--- src/rtl/divider_seq.sv ---
// -----------------------------------------------------------------------------
// divider_seq
//
// Sequential unsigned divider for the sonar sample chain. It undoes the
// constant-gain multiplier stage by dividing an amplified sample by an
// attenuation factor. A restoring shift-subtract loop produces one quotient
// bit per clock. A start/ready/valid handshake lets the block sit between
// pipelined DSP stages.
//
// Parameters:
//   n   operand and result width in bits (n >= 2)
//   CW  width of the internal bit counter
//
// Ports:
//   clk          system clock, rising-edge active
//   rst          asynchronous, active-high reset
//   start_i      request pulse; accepted only while ready_o = 1
//   data_i       dividend, sampled on the accepting edge
//   attenuate_i  divisor, sampled on the accepting edge
//   ready_o      high while idle and able to accept start_i
//   valid_o      one-cycle pulse; results valid now and held afterwards
//   div_zero_o   set with valid_o when the divisor was 0; held with results
//   quotient_o   quotient (all ones on divide by zero)
//   remainder_o  remainder (the dividend on divide by zero)
// -----------------------------------------------------------------------------
module divider_seq #(
    parameter int n  = 32,
    parameter int CW = $clog2(n + 1)
) (
    input  logic         clk,
    input  logic         rst,
    input  logic         start_i,
    input  logic [n-1:0] data_i,
    input  logic [n-1:0] attenuate_i,
    output logic         ready_o,
    output logic         valid_o,
    output logic         div_zero_o,
    output logic [n-1:0] quotient_o,
    output logic [n-1:0] remainder_o
);

    typedef enum logic [1:0] {
        IDLE = 2'd0,
        CALC = 2'd1,
        DONE = 2'd2
    } state_t;

    state_t state;
    state_t state_next;

    // Working registers. The partial remainder is always below the divisor,
    // so n bits hold it; only the shifted trial value needs the extra bit.
    logic [n-1:0]  rem;
    logic [n-1:0]  dq;        // dividend shifting out, quotient shifting in
    logic [n-1:0]  divisor;
    logic [CW-1:0] count;

    logic          accept;
    logic          last_step;
    logic [n:0]    shifted;
    logic          fits;
    logic [n-1:0]  diff;
    logic [n-1:0]  rem_next;
    logic [n-1:0]  dq_next;

    assign accept    = (state == IDLE) && start_i;
    assign last_step = (state == CALC) && (count == CW'(1));

    // -------------------------------------------------------------------------
    // State register
    // -------------------------------------------------------------------------
    // NOTE: clocked state uses non-blocking assignments so every register
    // samples pre-edge values regardless of process ordering.
    always_ff @(posedge clk or posedge rst) begin
        if (rst) begin
            state <= IDLE;
        end else begin
            state <= state_next;
        end
    end

    // -------------------------------------------------------------------------
    // Next-state logic
    // -------------------------------------------------------------------------
    // NOTE: the default assignment at the top keeps this block free of
    // inferred latches on paths that do not change state.
    always_comb begin
        state_next = state;
        case (state)
            IDLE: begin
                if (start_i) begin
                    state_next = (attenuate_i == '0) ? DONE : CALC;
                end
            end
            CALC: begin
                if (count == CW'(1)) begin
                    state_next = DONE;
                end
            end
            DONE:    state_next = IDLE;
            default: state_next = IDLE;
        endcase
    end

    // -------------------------------------------------------------------------
    // Output decode
    // -------------------------------------------------------------------------
    always_comb begin
        ready_o = 1'b0;
        valid_o = 1'b0;
        case (state)
            IDLE:    ready_o = 1'b1;
            DONE:    valid_o = 1'b1;
            default: ;
        endcase
    end

    // -------------------------------------------------------------------------
    // One restoring step: shift {rem, dq} left, try to subtract the divisor.
    // When the trial fits, the true difference is below the divisor and thus
    // fits in n bits, so an n-bit subtraction of the low bits is exact.
    // -------------------------------------------------------------------------
    always_comb begin
        shifted  = {rem, dq[n-1]};
        fits     = (shifted >= {1'b0, divisor});
        diff     = shifted[n-1:0] - divisor;
        rem_next = fits ? diff : shifted[n-1:0];
        dq_next  = {dq[n-2:0], fits};
    end

    // -------------------------------------------------------------------------
    // Datapath and result registers. Results change only on the edge that
    // enters DONE: the accepting edge for a zero divisor, the last CALC step
    // otherwise.
    // -------------------------------------------------------------------------
    always_ff @(posedge clk or posedge rst) begin
        if (rst) begin
            rem         <= '0;
            dq          <= '0;
            divisor     <= '0;
            count       <= '0;
            quotient_o  <= '0;
            remainder_o <= '0;
            div_zero_o  <= 1'b0;
        end else if (accept) begin
            rem     <= '0;
            dq      <= data_i;
            divisor <= attenuate_i;
            count   <= CW'(n);
            if (attenuate_i == '0) begin
                quotient_o  <= '1;
                remainder_o <= data_i;
                div_zero_o  <= 1'b1;
            end
        end else if (state == CALC) begin
            rem   <= rem_next;
            dq    <= dq_next;
            count <= count - CW'(1);
            if (last_step) begin
                quotient_o  <= dq_next;
                remainder_o <= rem_next;
                div_zero_o  <= 1'b0;
            end
        end
    end

endmodule

--- config.mk ---
export PLATFORM = sky130hd
export DESIGN_NAME = divider_seq
export DESIGN_NICKNAME = d
export VERILOG_FILES = /design/src/rtl/divider_seq.sv
export SDC_FILE = /design/constraint.sdc
export NUM_CORES = 1
export LEC_CHECK = 0
export BUFFER_PORTS_ARGS = -buffer_cell sky130_fd_sc_hd__buf_2
export CORE_MARGIN = 10
export CORE_UTILIZATION = 35
export DETAILED_ROUTE_END_ITERATION = 10
export PLACE_DENSITY = 0.49
export SYNTH_ARGS = -nofsm -noshare
export SYNTH_HDL_FRONTEND = slang
export SYNTH_SLANG_ARGS = --single-unit
export TNS_END_PERCENT = 100
--- constraint.sdc ---
create_clock -name clk -period 13.1 [get_ports clk]
set_clock_uncertainty 0.05 [all_clocks]
set_input_delay 0.655 -clock clk [delete_from_list [all_inputs] [get_ports clk]]
set_output_delay 0.655 -clock clk [all_outputs]
set_load 0.05 [all_outputs]
==> reports/qor.csv, run 1 <==
metric;value;unit
io_pins;134;
cts-root-buf;clkbuf_16;
dp_hpwl;19420;microns
ys_ff_latch;169;
via_per_inst;5.190;
max_stage_delay;930;ps
status;finished, final reports clean;
cts_resized;0;
setup_viol;0;
reg2reg_slack;9520;ps
final_cell_mix;240 x nand2_1, 169 x dfrtp_1, 133 x buf_2;
post-route-min-period;3580;ps
r2r_cells;10;
cellLeakagePower;4.795;nW
first_pass_iters;5;
area_growth;16.44;%
syn_avg_cell_area;8.684;sq um
crit_path_max_fanout;45;
cts_hold_buf;0;
dieArea;32690;sq um
ys_warn_count;0;
grt_overflow;0;
reg2reg_from;rem[3];
synth_edf_count;0;
whs;364.7;ps
wl_per_cell;18.32;microns
ys_async_sr_fraction;100.0;%
setup_tns;0;ps
cts_max_level;4;
place.gp.congestion;0.8560;
clock_sinks;169;
insertion_delay;440;ps
antenna_found_initial;0;
end_kind;flip-flop;
peakVddDrop;0.07747;mV
grt_pass1_wl;44250;microns
cts_tree;yes;
syn-num-nets;1144;
hp-class;in2async;
crit_path_frequent_cell;a21oi_1;
clockBufferDepth;2;
post-route-util;41.60;%
hold_viol;0;
tightest_slew;1009;ps
fmax;0.2794;GHz
dieWidth;180.8;microns
crit_slowest_cell;and3b_2;
r2r_end;remainder_o[17];
cts_setup_buffers;0;
die_height;180.8;microns
critPathLaunch;rem[3];
syn_inst;1042;
slew_headroom;32.71;%
grt_start_max_net_pins;106;
syn_area;9049;sq um
numPortBuffers;133;
cts_buffers;17;
drive_above_1_share;17.53;%
synth.distinct_cells;74;
required;13360;ps
powerDensity;99.46;nW/um^2
ys_seq_area_share;46.74;%
finalMaxSlewViolations;0;
cp_cell_sequence;ha_1 > a21o_1 > a31oi_1 > a211oi_2 > nor3_2 > a21oi_1 > and3b_2 > mux2_2 > a21oi_1 > o21ai_0;
drc;0;
mostFrequentLayoutCell;nand2_1;
clkTransAtPathRegs;70;ps
arrival;3840;ps
detail-route-antenna-nets;0;
start_kind;flip-flop;
antenna_cells;0;
path_class;reg2reg;
wirelength;27150;microns
vias;7691;
nets;1241;
row_count;58;
grt_util_all_layers;16.53;%
coreArea;25330;sq um
start_util;35.73;%
grt_pass1_vias;7635;
synthFlopType;dfrtp_1;
drt_iter0_drc;674;
maxCapViolCount;0;
rsz0062_at_grt;false;
fin_crit_sh;27.33;%
## sequential cells by signal, indices dropped and copies added, names as in the netlist
name         flops
div_zero_o       1
state            2
divisor         32
dq              32
remainder_o     32
rem             32
count            6
quotient_o      32
## power by group
group / switching, W / internal (W) / total [W]
Sequential: 0 / 0.000521 / 0.000521
Combinational: 0.0000182 / 0.00000780 / 0.0000260
Clock: 0.000246 / 0.000255 / 0.000501
## worst max-delay path by stage
stage	depth (start not counted)	end	slack, ps
after floorplan	1	count[0]	7820
after global placement	12	remainder_o[28]	9530
after detailed placement	10	remainder_o[17]	9520
after CTS	10	remainder_o[17]	9510
after global routing	10	remainder_o[17]	9240
final	10	remainder_o[17]	9520
## critical path, delay by kind of cell, from the launching register on
family	cells	cell delay [ps]
AND/OR/NAND/NOR	2	1250
adder cells (fa/ha/maj)	1	400
multiplexers	1	460
flip-flops	1	390
AO/OA/AOI/OAI	6	920
## synth_stat cells (5+ instances only)
library cell | instances | area share [%]
o31ai_1 | 5 | 0.41
buf_2 | 6 | 0.33
xor2_1 | 9 | 0.87
o21a_1 | 7 | 0.58
a22oi_1 | 28 | 2.3
o21ai_1 | 12 | 0.66
a21oi_1 | 79 | 4.4
mux2_2 | 5 | 0.62
nor2_1 | 49 | 2.0
or3_1 | 5 | 0.35
a31oi_1 | 11 | 0.76
xnor2_1 | 16 | 1.5
mux2i_1 | 17 | 1.9
inv_1 | 42 | 1.7
nand4_1 | 7 | 0.48
o21ai_0 | 111 | 6.1
nand2b_1 | 6 | 0.41
clkbuf_1 | 50 | 2.1
and2_1 | 5 | 0.35
dfrtp_1 | 169 | 47
nor2b_1 | 6 | 0.41
ha_1 | 34 | 4.7
nor3_1 | 10 | 0.55
nor4_1 | 11 | 0.76
nand2_1 | 240 | 10
a21o_1 | 9 | 0.75
or2_0 | 5 | 0.35
nand3_1 | 13 | 0.72
o211ai_1 | 8 | 0.66
## through the flow
stage	worst slack (ps)	total power [W]	instances	cell area (sq um)
after floorplan	7820	0.0005399	1042	9049
after global placement	9534	0.0005588	1450	9956
after detailed placement	9522	0.0005587	1450	9956
after CTS	9513	0.001064	1482	10540
after global routing	9243	0.001088	1482	10540
final	9520	0.001048	1482	10540
## final cells by class
| cell class | count | area (sq um) |
|---|---|---|
| clock buffers | 17 | 425.4 |
| clock inverters | 15 | 155.1 |
| fillers | 2608 | 14790 |
| inverters | 44 | 172.7 |
| multi-input cells | 765 | 4408 |
| flip-flops and latches | 169 | 4229 |
| well taps | 330 | 412.9 |
| repair buffers | 142 | 733.2 |
## cell families after synthesis
| kind of cell | count (synthesis) | synth area share, % |
|---|---|---|
| simple gates | 374 | 17.91 |
| compound gates | 307 | 20.30 |
| flops | 169 | 46.74 |
| buf+inv | 108 | 4.853 |
| fa+ha+maj | 35 | 4.923 |
| xor+xnor | 27 | 2.779 |
| mux | 22 | 2.503 |
## per-layer routing
metal | wire length (microns) | vias up | GRT usage [%] | share of wire (%)
met4 | 257 | 0 | 3.707 | 0.95
met2 | 11520 | 187 | 23.84 | 42
met5 | 0 | - | 0 | 0
met1 | 14110 | 3661 | 24.77 | 52
met3 | 1261 | 22 | 3.117 | 4.6
li1 | - | 3821 | - | -
Power figures use the tool's default switching activity.
==> run 2, diff against run 1 <==
==> constraint.sdc (replaced) <==
create_clock -name clk -period 3.35 [get_ports clk]
set_clock_uncertainty 0.05 [all_clocks]
set_input_delay 0.1675 -clock clk [delete_from_list [all_inputs] [get_ports clk]]
set_output_delay 0.1675 -clock clk [all_outputs]
set_load 0.05 [all_outputs]
==> reports/qor.csv, run 2 (synthesis results as in run 1) <==
metric;value;unit;change
clockPowerShare;47.6;%;-0.2 points
maxCapViolCount;0;;unchanged
switchingPower;0.001056;W;+300%
crit_slowest_cell;or4b_1;;
fmax;0.3167;GHz;+13%
coreArea;25330;sq um;unchanged
path_class;reg2reg;;
via_per_inst;5.158;;-0.62%
dieWidth;180.8;microns;unchanged
p_int;0.003142;W;+300%
post-route-min-period;3157;ps;-422.4 ps
io_pins;134;;unchanged
powerDensity;370.5;nW/um^2;+270%
grt_overflow;0;;unchanged
final_cell_mix;240 x nand2_1, 169 x dfrtp_1, 133 x buf_2;;
antenna_found_initial;1;;+1
finalInstanceArea;11330;sq um;+7.6%
start_util;35.73;%;unchanged
arrival;3400;ps;-440 ps
required;3590;ps;-9770 ps
first_pass_iters;7;;+2
sequentialPowerShare;48.5;%;-1.2 points
row_count;58;;unchanged
wl_per_cell;18.18;microns;-0.75%
whs;214.5;ps;-150.2 ps
mostFrequentLayoutCell;nand2_1;;
clock_sinks;169;;unchanged
cts-root-buf;clkbuf_16;;
setup_viol;0;;unchanged
power;0.004198;W;+300%
numPortBuffers;133;;unchanged
worst_slack;192.7;ps;-9328 ps
placed_area;10060;sq um;+1.0%
drc;0;;unchanged
max_stage_delay;560;ps;-370 ps
drt_iter0_drc;762;;+13%
r2r_cells;13;;+3
die_height;180.8;microns;unchanged
hp-class;in2async;;
nets;1319;;+6.3%
place.gp.congestion;0.8593;;+0.39%
dp_hpwl;20550;microns;+5.8%
cellLeakagePower;5.138;nW;+7.2%
placed_cells;1462;;+0.83%
fillers;2571;;-1.4%
end_kind;flip-flop;;
tightest_slew;1089;ps;+80.07 ps
vias;8046;;+4.6%
dieArea;32690;sq um;unchanged
peakVddDrop;0.2555;mV;+230%
final_cell_count_no_fill;1560;;+5.3%
finalMaxSlewViolations;0;;unchanged
grt_util_all_layers;17.18;%;+0.65 points
fin_crit_sh;94.25;%;+67 points
antenna_cells;0;;unchanged
cts_tree;yes;;
pre_cts_slack;-0.3861;ps;-9523 ps
status;finished, final reports clean;;
cts_buffers;17;;unchanged
insertion_delay;430;ps;about the same
start_kind;flip-flop;;
grt_pass1_vias;8103;;+6.1%
rsz0062_at_grt;true;;
cp_cell_sequence;inv_1 > ha_1 > inv_1 > fa_1 > a21o_1 > a221oi_4 > or4b_1 > a221o_1 > nand3_2 > a21oi_2 > xnor2_2 > mux2i_1 > a211oi_2;;
crit_path_max_fanout;3;;-93%
clockBufferDepth;2;;unchanged
clkTransAtPathRegs;70;ps;about the same
switching_share;25.15;%;-0.052 points
drive_above_1_share;17.72;%;+0.19 points
wirelength;28370;microns;+4.5%
reg2reg_slack;190;ps;-9330 ps
area_growth;25.23;%;
crit_path_frequent_cell;inv_1;;
comb_power_share;3.9;%;+1.4 points
grt_pass1_wl;45970;microns;+3.9%
detail-route-antenna-nets;0;;unchanged
slew_headroom;27.30;%;-5.4 points
cts_max_level;4;;unchanged
grt_start_max_net_pins;69;;-35%
hold_viol;0;;unchanged
-- run 2: cell types whose count changed in the layout (fill, tap and decap cells not counted), sizes merged --
cell / previous run / this run
buf: 142 / 155
clkbuf: 17 / 18
clkinv: 6 / 3
clkinvlp: 2 / 3
dlygate4sd3: 0 / 65
inv: 51 / 52
-- run 2: stage by stage --
stage | setup TNS, ps | util, %
2_1_floorplan | 0 | -
4_1_cts | 0 | 44.63
5_1_grt | -21.50 | 44.74
3_3_place_gp | 0 | 39.71
3_5_place_dp | -0.3861 | 39.71
6_report | 0 | 44.74
-- run 2: repair_timing --
action                                  4_1_cts  5_1_grt
setup buffers                                 0        1
endpoints found under the setup margin        1       11
resized for setup                             1        3
hold buffers                                 65        0
gates cloned                                  0        0
endpoints found under the hold margin        79        0
pin swaps                                     0        2
-- run 2: area by class of cell --
| type | count | area (sq um) | share of cell area, % |
|---|---|---|---|
| Inverter | 44 | 171.4 | 1.513 |
| Sequential cell | 169 | 4229 | 37.32 |
| Timing Repair Buffer | 220 | 1494 | 13.18 |
| Multi-Input combinational cell | 765 | 4436 | 39.14 |
| Tap cell | 330 | 412.9 | 3.644 |
| Clock buffer | 18 | 439.2 | 3.875 |
| Clock inverter | 14 | 150.1 | 1.325 |
-- run 2: worst paths after layout --
check                      startpoint              to
max in group asynchronous         rst     divisor[22]
setup / recovery               dq[31]         rem[26]
hold reg to reg            divisor[0]      divisor[0]
min in group clk              start_i        count[5]
hold / removal                    rst  quotient_o[11]
setup reg to reg               dq[31]         rem[26]
-- run 2: layer usage --
metal / track usage, % / wire length (microns)
met1: 24.90 / 14280
met2: 25.76 / 12400
met3: 3.277 / 1422
met4: 3.871 / 266
met5: 0 / 0
-- run 2: power groups by stage --
stage	logic, W	registers (W)	clock network [W]
2_1_floorplan	0.0000325	0.00208	0
3_3_place_gp	0.000111	0.00208	0
3_5_place_dp	0.000110	0.00208	0
4_1_cts	0.000168	0.00204	0.00204
5_1_grt	0.000183	0.00204	0.00214
6_report	0.000164	0.00204	0.00200
-- run 2: critical path: cells and delay by family, from the launching register on --
kind / cells / cell delay, ps
compound gates: 5 / 900
simple gates: 2 / 700
fa+ha+maj: 2 / 420
flops: 1 / 370
mux: 1 / 310
buf+inv: 2 / 130
xor+xnor: 1 / 130
